==> src/rtl/dsi_crc_pkg.sv <==
// Shared CRC-16 constants, FSM state type and the bytewise reflected update.
// Latency: n/a (package, combinational helper only).
// Backpressure: n/a.
package dsi_crc_pkg;

    localparam logic [15:0] DSI_CRC_POLY_REFL = 16'h8408;
    localparam logic [15:0] DSI_CRC_INIT      = 16'hFFFF;

    typedef enum logic [1:0] {
        IDLE  = 2'd0,
        ACCUM = 2'd1,
        DONE  = 2'd2
    } crc_state_t;

    // One payload byte folded into the running CRC, LSB of the byte first.
    function automatic logic [15:0] crc16_byte(
        input logic [15:0] crc_in,
        input logic [7:0]  data_byte,
        input logic [15:0] poly
    );
        logic [15:0] c;
        c = crc_in ^ {8'h00, data_byte};
        for (int i = 0; i < 8; i++) begin
            c = c[0] ? ((c >> 1) ^ poly) : (c >> 1);
        end
        return c;
    endfunction

endpackage

==> src/rtl/dsi_crc_byte_lane.sv <==
// One byte lane of the CRC chain: folds data_byte into crc_in when enabled.
// Latency: combinational.
// Backpressure: none; a disabled lane passes crc_in straight through.
module dsi_crc_byte_lane
    import dsi_crc_pkg::*;
#(
    parameter logic [15:0] POLY = DSI_CRC_POLY_REFL
) (
    input  logic        en,
    input  logic [7:0]  data_byte,
    input  logic [15:0] crc_in,
    output logic [15:0] crc_out
);

    assign crc_out = en ? crc16_byte(crc_in, data_byte, POLY) : crc_in;

endmodule

==> src/rtl/dsi_crc16_stream.sv <==
// Streaming DSI long-packet CRC-16 generator/checker over a multi-byte beat bus.
// Latency: crc_valid rises the cycle after the last beat is accepted.
// Backpressure: in_ready drops while a result waits for crc_ready; abort wins over everything.
module dsi_crc16_stream
    import dsi_crc_pkg::*;
#(
    parameter int          BYTES    = 4,
    parameter logic [15:0] CRC_INIT = DSI_CRC_INIT,
    parameter logic [15:0] CRC_POLY = DSI_CRC_POLY_REFL,
    parameter int          CNT_W    = 16
) (
    input  logic                       dsi_clk,
    input  logic                       dsi_rst_n,
    input  logic                       in_valid,
    output logic                       in_ready,
    input  logic [BYTES*8-1:0]         in_data,
    input  logic [$clog2(BYTES+1)-1:0] in_nbytes,
    input  logic                       in_last,
    input  logic                       abort,
    input  logic                       chk_en,
    input  logic [15:0]                rx_crc,
    output logic                       crc_valid,
    input  logic                       crc_ready,
    output logic [15:0]                crc,
    output logic                       crc_err,
    output logic [CNT_W-1:0]           byte_cnt
);

    localparam int NB_W = $clog2(BYTES + 1);
    localparam logic [NB_W-1:0] NB_MAX = NB_W'(BYTES);

    crc_state_t             state;
    logic [15:0]            crc_reg;
    logic [NB_W-1:0]        nb_eff;
    logic [BYTES:0][15:0]   lane_crc;
    logic [15:0]            crc_fold;
    logic [CNT_W:0]         cnt_sum;
    logic [CNT_W-1:0]       cnt_next;
    logic                   beat_acc;

    // Oversized byte counts are treated as a full beat.
    assign nb_eff = (in_nbytes > NB_MAX) ? NB_MAX : in_nbytes;

    // Lanes are chained in wire order; lanes at or beyond nb_eff are bypassed.
    assign lane_crc[0] = crc_reg;
    for (genvar k = 0; k < BYTES; k++) begin : g_lane
        dsi_crc_byte_lane #(.POLY(CRC_POLY)) u_lane (
            .en        (NB_W'(k) < nb_eff),
            .data_byte (in_data[k*8 +: 8]),
            .crc_in    (lane_crc[k]),
            .crc_out   (lane_crc[k+1])
        );
    end
    assign crc_fold = lane_crc[BYTES];

    // Byte counter sticks at all-ones instead of wrapping.
    assign cnt_sum  = {1'b0, byte_cnt} + (CNT_W+1)'(nb_eff);
    assign cnt_next = cnt_sum[CNT_W] ? {CNT_W{1'b1}} : cnt_sum[CNT_W-1:0];

    assign beat_acc = in_valid && in_ready;

    // Packet FSM with all outputs registered; abort overrides any state.
    always_ff @(posedge dsi_clk or negedge dsi_rst_n) begin
        if (!dsi_rst_n) begin
            state     <= IDLE;
            crc_reg   <= CRC_INIT;
            crc       <= '0;
            crc_valid <= 1'b0;
            crc_err   <= 1'b0;
            byte_cnt  <= '0;
            in_ready  <= 1'b0;
        end else if (abort) begin
            state     <= IDLE;
            crc_reg   <= CRC_INIT;
            crc_valid <= 1'b0;
            crc_err   <= 1'b0;
            byte_cnt  <= '0;
            in_ready  <= 1'b1;
        end else begin
            unique case (state)
                IDLE, ACCUM: begin
                    in_ready <= 1'b1;
                    if (beat_acc) begin
                        crc_reg  <= crc_fold;
                        byte_cnt <= cnt_next;
                        if (in_last) begin
                            state     <= DONE;
                            crc       <= crc_fold;
                            crc_err   <= chk_en && (crc_fold != rx_crc);
                            crc_valid <= 1'b1;
                            in_ready  <= 1'b0;
                        end else begin
                            state <= ACCUM;
                        end
                    end
                end
                DONE: begin
                    if (crc_ready) begin
                        state     <= IDLE;
                        crc_reg   <= CRC_INIT;
                        crc_valid <= 1'b0;
                        byte_cnt  <= '0;
                        in_ready  <= 1'b1;
                    end
                end
                default: begin
                    state     <= IDLE;
                    crc_reg   <= CRC_INIT;
                    crc_valid <= 1'b0;
                    in_ready  <= 1'b1;
                end
            endcase
        end
    end

endmodule

==> config.mk <==
export PLATFORM = sky130hd
export DESIGN_NAME = dsi_crc16_stream
export DESIGN_NICKNAME = d
export VERILOG_FILES = /design/src/rtl/dsi_crc_pkg.sv /design/src/rtl/dsi_crc_byte_lane.sv /design/src/rtl/dsi_crc16_stream.sv
export SDC_FILE = /design/constraint.sdc
export NUM_CORES = 1
export LEC_CHECK = 0
export BUFFER_PORTS_ARGS = -buffer_cell sky130_fd_sc_hd__buf_2
export CAP_MARGIN = 20
export CELL_PAD_IN_SITES_DETAIL_PLACEMENT = 0
export CELL_PAD_IN_SITES_GLOBAL_PLACEMENT = 1
export CORE_AREA = 2 2 120 122
export CTS_CLUSTER_DIAMETER = 30
export DETAILED_ROUTE_END_ITERATION = 16
export DIE_AREA = 0 0 122 124
export PLACE_DENSITY = 0.95
export SLEW_MARGIN = 25
export SYNTH_ARGS = -nofsm -noshare
export SYNTH_HDL_FRONTEND = slang
export SYNTH_SLANG_ARGS = --single-unit
==> constraint.sdc <==
create_clock -name dsi_clk -period 11.1 [get_ports dsi_clk]
set_input_delay 1.665 -clock dsi_clk [delete_from_list [all_inputs] [get_ports dsi_clk]]
set_output_delay 1.665 -clock dsi_clk [all_outputs]
set_load 0.03 [all_outputs]
==> results by group <==
Outcome
  – Status: completed

Flow run
  – Max-cap violation count: 0

Synthesis
  – Distinct cells, synth: between 80 and 90
  – Cell with the most instances after synthesis: xnor2_1
  – Synth top area share: approximately 14%
  – Register area share after synthesis: 20.14%
  – Synth Instances: about 750
  – Largest cells by area after synthesis: dfrtp_1 (14%), xnor3_1 (10%), xnor2_1 (9.2%)
  – Syn Nets: 814
  – Area leader, netlist: dfrtp_1
  – Post-synth EDFFs: 0
  – Number of synthesis warnings: 0
  – Post-synth top cells: xnor2_1 (70), nand2_1 (65), nor2_1 (59)
  – Mean Syn Cell Area: 8.890 µm²
  – Post-synth ARST share: 100.0%
  – Synthesized cell area: 0.006685 mm²
  – Prevailing post-synth register cell: dfrtp_1
  – FF+latch count, synth: 53

Global routing
  – Met2 usage: 42.46%
  – GR Util met3: 2.747%
  – First-pass GRT wire length: 30830 µm
  – Initial antenna violation count: 0
  – Vias in the first global route: 5630
  – Largest net degree at the start of global routing: 54
  – GR peak layer: met2
  – M1 GR Usage: a little under two fifths
  – Total GRT Usage: 26.18%
  – GRT overflow: 0

Floorplanning
  – Initial Util: about half
  – Row count: 43
  – Top-Level Pins: 93
  – Die Ht: roughly 120 µm
  – Die area: 0.01513 mm²
  – Die W: around 120 µm
  – Core ar.: roughly 0.014 mm²

Clock network
  – Clock Sinks: 53
  – Post-CTS Setup Bufs: 0
  – Hold buffers post-CTS: 0
  – Clk slew on worst S/H paths: ~0.080 ns
  – CTS tree: yes
  – CTS Root Cell: clkbuf_16
  – Post-CTS Resized: 0
  – H-tree Lvls: 2
  – Clock latency on the worst-skew pair: ~0.3 ns
  – Max clock buf depth: 2
  – CTS Buf Count: 5

Route
  – Final ANT Viol Nets: 0
  – Number of DRC markers in iteration 0: 575
  – Via count: slightly above 6k
  – Drt drc: 0
  – Vias per cell: 6.095
  – First-pass DRT Iterations: 5
  – Routed wire length: 19380 µm
  – DR WL/cell: 19.42 µm

STA
  – # setup viols final: 0
  – Unrepaired setup endpoints after global routing: no
  – Max Slew Vio Count: 0
  – Setup TNS Final: 0 ns
  – Worst slew pin tran: around 0.93 ns
  – Fmax: roughly 0.16 GHz
  – Slew margin rel.: 37.98%
  – Clk_skew: approximately 0.007 ns
  – Final hold vios: 0
  – Final period utilization: 55.11%
  – Minimum clock period: 6.117 ns

Worst setup path
  – Worst path cell trace: buf_2, or2_1, buf_4, a21oi_1, a21boi_0, or4_1, and4_1, xnor3_1, nor2_2, xor2_2, xnor2_2, xnor3_1, a2111oi_0, a31oi_1
  – CP arrival: 6.29 ns
  – CP Class: in2reg
  – Reg2Reg Depth: 12
  – CP max-delay cell: buf_2
  – Most common cell on crit path: xnor3_1
  – Worst Setup End Kind: flip-flop
  – Maximum fanout along the worst path: 43
  – WP data required: between 10 and 15 ns
  – CP peak stage delay: between 0.6 and 0.7 ns
  – CP Launch Type: input port

Min path
  – Hold Crit Depth: 2
  – Hold WC Path Type: reg2reg

Finish
  – ANT cells: 0
  – Area Overhead vs Synth: 10.89%
  – Nets: 879
  – Share of cells above drive strength 1: a little over a fifth
  – Max reg flops: 32

Placed design
  – Post-DP HPWL: approximately 15000 µm
  – PortBufs: 92
  – GP Congestion: 0.9568
final timing paths:
path / slack, ns / to / startpoint
min reg2reg: 0.49 / crc[9] / crc[9]
min: 0.49 / crc[9] / crc[9]
max reg2reg: 6.15 / crc_err / crc_reg[0]
max in group asynchronous: 9.16 / crc[10] / dsi_rst_n
max: 4.98 / crc_err / in_nbytes[2]
min in group asynchronous: 1.49 / byte_cnt[9] / dsi_rst_n
layout by cell type, fill, tap and decap left out, types with 4 or more instances in the layout:
cell and count:
and3_1 10, buf_2 92, buf_4 7, nand4_1 7, a31oi_1 9, mux2_2 14, nand2_1 65, or3_1 5
o21ai_0 52, and2_1 5, or4_1 5, a211o_1 4, nand3_1 17, nor2b_1 6, a21oi_1 39, xnor2_2 8
o22a_1 7, xor2_1 25, a22o_1 10, dfstp_2 16, nor4_1 11, o211a_1 5, xnor3_1 30, a21o_1 12
inv_1 24, xnor2_1 70, clkbuf_16 5, nor2_1 58, xor3_1 8, o21a_1 6, and4_1 5, o31ai_1 9
a211oi_1 17, nor3_1 14, o211ai_1 9, dfrtp_1 37, mux2i_1 15
routing by layer:
layer	up-vias	wire, µm
met5	-	0
met3	28	1349
met1	2924	8645
met2	235	8979
met4	0	406
li1	2896	-
critical path, delay by kind of cell:
kind | cells | cell delay (ns)
XOR/XNOR | 4 | 1.19
buffers and inverters | 2 | 1.00
AO/OA/AOI/OAI | 4 | 0.89
AND/OR/NAND/NOR | 4 | 1.51
per-stage QoR:
| step | instance area (µm²) | util, % | hold WS (ns) | worst slack (ns) | instances |
|---|---|---|---|---|---|
| finish | 7413 | 54.04 | 0.4890 | 4.983 | 998 |
| global route | 7413 | 54.04 | 0.5029 | 4.628 | 998 |
| global placement | 7254 | 52.88 | 0.4688 | 4.794 | 990 |
| detailed placement | 7254 | 52.88 | 0.4690 | 4.763 | 990 |
| floorplan | 6685 | - | 0.4888 | 5.578 | 752 |
| CTS | 7413 | 54.04 | 0.4905 | 5.058 | 998 |
cell type report:
type / count / area (µm²)
clock buffer: 5 / 125.1
clock inverter: 3 / 33.78
fill: 1319 / 6306
inverter: 25 / 93.84
multi-input combinational: 633 / 5076
sequential: 53 / 1346
tap: 180 / 225.2
timing repair buffer: 99 / 513.0
logic make-up (layout without fill, tap and decap cells):
group | Yosys count | in the layout | share of synthesized area, %
AO/OA/AOI/OAI | 221 | 221 | 23.11
buffers and inverters | 66 | 132 | 4.043
multiplexers | 32 | 32 | 5.334
flip-flops | 53 | 53 | 20.14
AND/OR/NAND/NOR | 229 | 229 | 17.14
XOR/XNOR | 147 | 147 | 29.37
adder cells (fa/ha/maj) | 4 | 4 | 0.8610
Power is left out: the tool's default activity adds up to more than one toggle a clock period on the data nets, which glitch-free logic cannot reach.
